## config.mk

```make
export PLATFORM = sky130hd
export DESIGN_NAME = mmio_uart_tx
export DESIGN_NICKNAME = d
export VERILOG_FILES = /design/src/rtl/mmio_uart_tx.sv
export SDC_FILE = /design/constraint.sdc
export NUM_CORES = 1
export LEC_CHECK = 0
export CAP_MARGIN = 0
export CORE_UTILIZATION = 48
export CTS_BUF_LIST = sky130_fd_sc_hd__clkbuf_4 sky130_fd_sc_hd__clkbuf_8
export CTS_CLUSTER_SIZE = 12
export DETAILED_ROUTE_END_ITERATION = 16
export PLACE_DENSITY = 0.95
export SYNTH_ARGS = -nofsm -noshare
export SYNTH_HDL_FRONTEND = slang
export SYNTH_SLANG_ARGS = --single-unit
```

## constraint.sdc

```tcl
create_clock -name clk -period 3.1 [get_ports clk]
set_clock_uncertainty 0.1 [all_clocks]
set_input_delay 0.775 -clock clk [delete_from_list [all_inputs] [get_ports clk]]
set_output_delay 0.775 -clock clk [all_outputs]
set_load 0.05 [all_outputs]
```

## src/rtl/mmio_uart_tx.sv

```systemverilog
// Memory-mapped 8N1 UART transmitter with a small TX FIFO.
// Status reads are combinational so the core can sample them in the same cycle it drives adr.
module mmio_uart_tx #(
  parameter logic [31:0] BASE_ADDR    = 32'h0000_8000,
  parameter int          CLKS_PER_BIT = 16,
  parameter int          DEPTH        = 4
) (
  input  logic        clk,
  input  logic        reset,
  input  logic [31:0] adr,
  input  logic [31:0] wd,
  input  logic        we,
  output logic        sel,
  output logic [31:0] rd,
  output logic        tx,
  output logic        irq_empty
);

  localparam int AW = $clog2(DEPTH);
  localparam int BW = (CLKS_PER_BIT > 1) ? $clog2(CLKS_PER_BIT) : 1;
  localparam logic [AW:0]   FULL_COUNT = (AW + 1)'(DEPTH);
  localparam logic [BW-1:0] BAUD_LAST  = BW'(CLKS_PER_BIT - 1);

  typedef enum logic [1:0] {IDLE, START, DATA, STOP} state_t;

  state_t        state;
  logic [BW-1:0] baud_cnt;
  logic [2:0]    bit_idx;
  logic [7:0]    shift;

  logic [7:0]    mem [DEPTH];
  logic [AW-1:0] wr_ptr;
  logic [AW-1:0] rd_ptr;
  logic [AW:0]   count;
  logic          overflow;

  logic [1:0]    offset;
  logic          full;
  logic          empty;
  logic          push_req;
  logic          push;
  logic          pop;
  logic          ovf_clear;
  logic          busy;
  logic [31:0]   status;
  logic          unused_bits;

  assign sel       = (adr[31:4] == BASE_ADDR[31:4]);
  assign offset    = adr[3:2];
  assign full      = (count == FULL_COUNT);
  assign empty     = (count == '0);
  assign push_req  = we && sel && (offset == 2'd0);
  assign push      = push_req && !full;
  assign ovf_clear = we && sel && (offset == 2'd1) && wd[3];
  // The FSM takes the head either from IDLE or on the final STOP cycle, giving gapless frames.
  assign pop       = !empty && ((state == IDLE) || ((state == STOP) && (baud_cnt == BAUD_LAST)));
  assign busy      = (state != IDLE) || !empty;
  assign unused_bits = ^{adr[1:0], wd[31:8]};

  always_comb begin
    status            = '0;
    status[0]         = busy;
    status[1]         = full;
    status[2]         = empty;
    status[3]         = overflow;
    status[8 +: AW+1] = count;
  end

  always_comb begin
    rd = '0;
    if (sel && (offset == 2'd1)) rd = status;
  end

  always_ff @(posedge clk) begin
    if (reset) begin
      wr_ptr   <= '0;
      rd_ptr   <= '0;
      count    <= '0;
      overflow <= 1'b0;
    end else begin
      if (push) wr_ptr <= wr_ptr + AW'(1);
      if (pop)  rd_ptr <= rd_ptr + AW'(1);
      case ({push, pop})
        2'b10:   count <= count + (AW + 1)'(1);
        2'b01:   count <= count - (AW + 1)'(1);
        default: count <= count;
      endcase
      if (push_req && full) overflow <= 1'b1;
      else if (ovf_clear)   overflow <= 1'b0;
    end
  end

  always_ff @(posedge clk) begin
    if (push) mem[wr_ptr] <= wd[7:0];
  end

  always_ff @(posedge clk) begin
    if (reset) begin
      state     <= IDLE;
      baud_cnt  <= '0;
      bit_idx   <= '0;
      shift     <= '0;
      tx        <= 1'b1;
      irq_empty <= 1'b1;
    end else begin
      irq_empty <= empty && (state == IDLE);
      case (state)
        IDLE: begin
          tx       <= 1'b1;
          baud_cnt <= '0;
          if (pop) begin
            shift <= mem[rd_ptr];
            state <= START;
            tx    <= 1'b0;
          end
        end
        START: begin
          if (baud_cnt == BAUD_LAST) begin
            baud_cnt <= '0;
            bit_idx  <= '0;
            state    <= DATA;
            tx       <= shift[0];
          end else begin
            baud_cnt <= baud_cnt + BW'(1);
          end
        end
        DATA: begin
          if (baud_cnt == BAUD_LAST) begin
            baud_cnt <= '0;
            if (bit_idx == 3'd7) begin
              state <= STOP;
              tx    <= 1'b1;
            end else begin
              bit_idx <= bit_idx + 3'd1;
              shift   <= {1'b0, shift[7:1]};
              tx      <= shift[1];
            end
          end else begin
            baud_cnt <= baud_cnt + BW'(1);
          end
        end
        STOP: begin
          if (baud_cnt == BAUD_LAST) begin
            baud_cnt <= '0;
            if (pop) begin
              shift <= mem[rd_ptr];
              state <= START;
              tx    <= 1'b0;
            end else begin
              state <= IDLE;
              tx    <= 1'b1;
            end
          end else begin
            baud_cnt <= baud_cnt + BW'(1);
          end
        end
        default: begin
          state <= IDLE;
          tx    <= 1'b1;
        end
      endcase
    end
  end

endmodule

```

Word-level counts from Yosys, hierarchy flattened

Memory sizes are Yosys's and may differ from the RTL's. A register that Yosys moved wholly into a read port is not among the register bits.
Cells that the tools add are included.

Flip-flop bits (word level): 27
Bits in writable memories: 32
Bits of input ports: 67
Output and inout port bits: 35
Word-level logic and storage cells: 92
Memories: 1

Memory list:

| memory | depth | bits a word | rd ports | clocked after memory_dff | write ports | line | RTL |
|---|---|---|---|---|---|---|---|
| mem    | 4     | 8           | 1        | 1                        | 1           | 31   | `logic [7:0] mem [DEPTH];` |

$add $sub $neg: 6
Equal/unequal tests: 16
Muxes and demuxes: 32
Reduce and logical (&&, ||, !) cells: 27

Operators by type and width:

| operator                                                                | count |
|---|---|
| 8-bit two-way mux                                                       | 4 |
| 28-bit by 12-bit equality test with 1-bit output, second input constant | 1 |
| 8-bit one-hot mux with 3 select lines                                   | 1 |
| 2-bit two-way mux                                                       | 7 |
| 3-bit one-hot mux with 2 select lines                                   | 2 |
| 11-bit two-way mux                                                      | 1 |
| 1-bit logical AND                                                       | 10 |
| 1-bit two-way mux                                                       | 10 |
| 2-bit inequality test, second input constant                            | 5 |
| 3-bit two-way mux                                                       | 3 |
| 2-bit one-hot mux with 4 select lines                                   | 1 |
| 4-bit one-hot mux with 2 select lines                                   | 1 |
| 4-bit AND reduction                                                     | 2 |
| 2-bit nonzero test                                                      | 4 |
| 3-bit by 1-bit adder with 3-bit output, second input constant           | 2 |
| 2-bit by 1-bit equality test with 1-bit output, second input constant   | 3 |
| 2-bit equality test, second input constant                              | 3 |
| 3-bit equality test, second input constant                              | 2 |
| 5-bit AND reduction                                                     | 1 |
| 2-bit by 1-bit adder with 2-bit output, second input constant           | 2 |
| 4-bit by 1-bit adder with 4-bit output, second input constant           | 1 |
| 4-bit equality test, second input constant                              | 1 |
| 2-bit zero test                                                         | 2 |
| 4-bit two-way mux                                                       | 1 |
| other kinds (9)                                                         | 11 |

Logic depth before layout (Yosys ltp)

Gate-level depths: netlist (run 1).

Depth after elaboration: 7
Mapped depth: 10
Mapped depth without buffers: 10

Worst setup path after synthesis (run 1)

No wires, ideal clock.

Kind: in2out
Start point: input port adr[9]
End point: output port rd[0]
Arrival: 2.418 ns
Required time: 2.225 ns
Slack: -0.193 ns
Cell stages on the path: 4
Buffers on the path: 0
Path through: nor4_2 nand4_2 nor4_2 nor2b_1

Word-level cells in the longest chain between the ends: 3

Ends and longest elaborated chain:

| what                                             | line | RTL |
|---|---|---|
| start: declaration                               | 10   | `input logic [31:0] adr,` |
| 28-bit by 12-bit equality test with 1-bit output | 48   | `assign sel = (adr[31:4] == BASE_ADDR[31:4]);` |
| 1-bit logical AND                                | 71   | `if (sel && (offset == 2'd1)) rd = status;` |
| 11-bit two-way mux                               | 71   |  |
| end: declaration                                 | 14   | `output logic [31:0] rd,` |

No other way between the ends.

Worst setup path in the final report (run 1)

Start point: input port adr[31]
End point: output port rd[1]

The elaborated chain is that of the path after synthesis.

==> results.py, run 1 <==
metrics = {
    "worst_setup_path": {
        "crit_buf_inv": 3,
        "critPathLaunch": "adr[31]",
        "crit_fanout": 7,
        "crit_arrival_ns": 2.14,
        "cp_top_family": "simple AND/OR/NAND/NOR gates",
        "r2r_end": "count[2]$_SDFFE_PP0P_",
        "slowest_stage": "nor4_4",
        "start_kind": "primary input",
        "path_cells": "dlygate4sd2_1 > nor4_4 > nand3_2 > nor4_2 > buf_4 > and4_4 > buf_12",
        "cpPeakStageDelay_ns": 0.27,
        "worstRegToRegCells": 9,
        "required_ns": 2.22,
        "critPathKind": "primary input to output port",
        "critPathCapture": "rd[1]",
        "cp-end-kind": "output port",
        "r2r-start": "state[1]$_SDFFE_PP0P_",
        "reg2reg_slack_ns": 0.52,
        "path_depth": 7,
    },
    "job": {
        "cap_violations": 0,
    },
    "floorplan": {
        "ios": 102,
        "fp.coreArea_um2": 6310,
        "row_count": 29,
        "die_w_um": 82.8,
        "start_util": 0.496,
        "die_y_um": 82.8,
        "dieArea_um2": 6850,
    },
    "sta": {
        "hold_violations": 0,
        "max-slew-margin-rel": 0.394,
        "period_minus_slack_ns": 3.01,
        "fin_crit_sh": 0.972,
        "drv_slew": 0,
        "rsz0062_at_grt": "false",
        "tightestPinTransition_ns": 0.908,
        "fmax_ghz": 0.332,
        "setup_viol": 0,
    },
    "yosys": {
        "yosysSeqAreaShare": 0.492,
        "post_synth_num_cell_types": 48,
        "syn_inst": 266,
        "synthesis.area_um2": 3130,
        "synth-seq-cells": 61,
        "avgSynthCellArea_um2": 11.8,
        "ys_warn_count": 0,
    },
    "cells_and_area": {
        "fillers": 468,
        "layoutNonFillerInstCount": 413,
        "diodes": 0,
        "nets": 412,
        "drive_gt1_frac": 0.220,
        "area_growth_pct": 28.3,
        "final_util": 0.636,
    },
    "power_and_ir_drop": {
        "ir_worst_vdd_mv": 0.378,
        "report.power.total_uw": 1840,
        "pwr_density_cell_nw_per_um2": 458,
        "p_leak_uw": 0.00146,
    },
    "place": {
        "dpl.hpwl_mm": 4.26,
        "port-buffer-count": 50,
        "place_inst": 396,
        "routabilityCongestion": 0.790,
    },
    "grt": {
        "grt_pass1_wl_mm": 10.0,
        "overflow": 0,
        "globalRouteTotalUtil": 0.202,
        "grt_pass1_vias": 2207,
        "antenna_found_initial": 0,
        "grt_max_degree": 27,
    },
    "detailed_routing": {
        "drtIter0Drc": 163,
        "wl_per_cell_um": 14.2,
        "viasPerCell": 5.30,
        "dr.pass1.iters": 4,
        "vias": 2189,
        "wl_mm": 5.87,
        "drc_errors": 0,
        "ant_nets": 0,
    },
    "cts": {
        "cts_made_buffers": 9,
        "htreeDepth": 3,
        "clockBufferDepth": 2,
        "path_clk_slew_ns": 0.07,
        "cts_sinks": 61,
        "clock-root-buffer": "clkbuf_8",
        "tritoncts": "yes",
        "cts_hold_buf": 0,
        "clock_latency_ns": 0.34,
    },
    "worst_hold_path": {
        "hold_class": "register to register",
        "hold_depth": 1,
    },
    "outcome": {
        "status": "finished, final reports clean",
    },
}
how the worst min path moves through the flow:
stage | from | endpoint | slack [ns]
floorplan | baud_cnt[0]$_SDFF_PP0_ | baud_cnt[0]$_SDFF_PP0_ | 0.32
CTS | baud_cnt[0]$_SDFF_PP0_ | baud_cnt[0]$_SDFF_PP0_ | 0.36
detailed placement | baud_cnt[0]$_SDFF_PP0_ | baud_cnt[0]$_SDFF_PP0_ | 0.35
global placement | baud_cnt[0]$_SDFF_PP0_ | baud_cnt[0]$_SDFF_PP0_ | 0.33
finish | baud_cnt[0]$_SDFF_PP0_ | baud_cnt[0]$_SDFF_PP0_ | 0.35
global route | baud_cnt[0]$_SDFF_PP0_ | baud_cnt[0]$_SDFF_PP0_ | 0.38
state kept, by name, summed over array words and instances, names as in the netlist, named ones only:
| register | count |
|---|---|
| rd_ptr | 2 |
| state | 2 |
| mem | 32 |
| count | 3 |
| wr_ptr | 2 |
| bit_idx | 3 |
| baud_cnt | 4 |
| tx | 1 |
| irq_empty | 1 |
| overflow | 1 |
| shift | 8 |
report_power, final:
part           internal (µW)  switching (µW)  total [µW]
registers                861            9.55         871
clock network            373             321         694
logic                   87.1             185         273
total                   1320             516        1840
metal layers:
metal,routed length (µm),GRT usage
met2,3250,0.360
met4,56,0.0741
met5,0,0
met1,2250,0.223
met3,315,0.0637
repair_timing:
action | CTS | global route
gates cloned | 0 | 0
resized for setup | 53 | 16
setup buffers | 0 | 1
pin swaps | 11 | 10
endpoints found under the setup margin | 8 | 8
synth_stat cells, drive strengths merged:
cell type   n  area, µm²
edfxtp     32        961
dfxtp      29        581
buf        28        203
nor2       18       67.6
nor3       18       90.1
and2       13       81.3
ha         13        163
inv         9       33.8
nor2b       9       56.3
a221oi      8       70.1
mux4        8        180
a21oi       7       35.0
nor4        7       96.3
clkbuf      6       22.5
nand2       6       22.5
nand3       5       25.0
and3        4       25.0
mux2i       4       40.0
nand2b      4       25.0
nand4       4       31.3
and4        3       26.3
o31ai       3       22.5
xnor2       3       26.3
xor2        3       26.3
a211oi      2       20.0
o21ai       2       10.0
or3         2       12.5
a2111o      1       11.3
a2111oi     1       27.5
a211o       1       8.76
a221o       1       10.0
a31oi       1       6.26
conb        1       3.75
fa          1       20.0
nand4b      1       8.76
nor3b       1       7.51
nor4b       1       23.8
o211a       1       10.0
o21a        1       7.51
o21bai      1       7.51
or2         1       6.26
or3b        1       8.76
or4b        1       10.0
layout make-up:
class,count,area (µm²),area share
Multi-Input combinational cell,186,1470,0.367
Inverter,9,33.8,0.00841
Timing Repair Buffer,64,669,0.167
Sequential cell,61,1540,0.384
Clock buffer,9,124,0.0309
Clock inverter,7,76.3,0.0190
Tap cell,77,96.3,0.0240
cell families after synthesis:
logic type,synth area share
XOR/XNOR,0.0168
AO/OA/AOI/OAI,0.0787
AND/OR/NAND/NOR,0.199
buffers and inverters,0.0827
multiplexers,0.0703
flip-flops,0.492
adder cells (fa/ha/maj),0.0584
other,0.00120
layout by cell type, fill, tap and decap left out, types with 3 or more instances in the layout:
cell             instances
dfxtp_1                 29
xnor2_1                  3
clkdlybuf4s15_1          6
clkbuf_8                 9
and2_1                  11
xor2_1                   3
mux4_2                   8
a221oi_1                 8
ha_1                    13
nor2_1                  18
buf_12                  12
nor2b_1                  8
clkdlybuf4s50_1         14
buf_4                   10
o31ai_1                  3
dlygate4sd2_1           10
and3_1                   4
clkbuf_2                 7
conb_1                  25
nor3_1                  18
inv_1                    9
nand2_1                  6
nor4_4                   6
nand2b_1                 4
a21oi_1                  7
mux2i_1                  4
edfxtp_1                32
buf_2                    4
clkinv_4                 3
nand4_1                  3
nand3_1                  4
metrics by stage:
stage	hold WS [ns]	TNS, ns	cell area, µm²	worst slack (ns)
after global routing	0.381	0	4020	0.000766
after CTS	0.355	0	4050	0.00334
final	0.349	0	4020	0.0869
after detailed placement	0.346	-2.35	3820	-0.323
after global placement	0.327	-1.81	3820	-0.245
after floorplan	0.317	0	3220	0.0356
(Power assumes the default switching activity.)
==> inputs of run 2 (changes only) <==
--- a/config.mk
+++ b/config.mk
@@ -5,11 +5,12 @@
 export SDC_FILE = /design/constraint.sdc
 export NUM_CORES = 1
 export LEC_CHECK = 0
-export CAP_MARGIN = 0
+export CAP_MARGIN = 20
 export CORE_UTILIZATION = 48
 export CTS_BUF_LIST = sky130_fd_sc_hd__clkbuf_4 sky130_fd_sc_hd__clkbuf_8
 export CTS_CLUSTER_SIZE = 12
 export DETAILED_ROUTE_END_ITERATION = 16
+export HOLD_SLACK_MARGIN = 0.05
 export PLACE_DENSITY = 0.95
 export SYNTH_ARGS = -nofsm -noshare
 export SYNTH_HDL_FRONTEND = slang
==> results of run 2 <==
No change in the layout: final DEF, timing and power equal those of run 1.
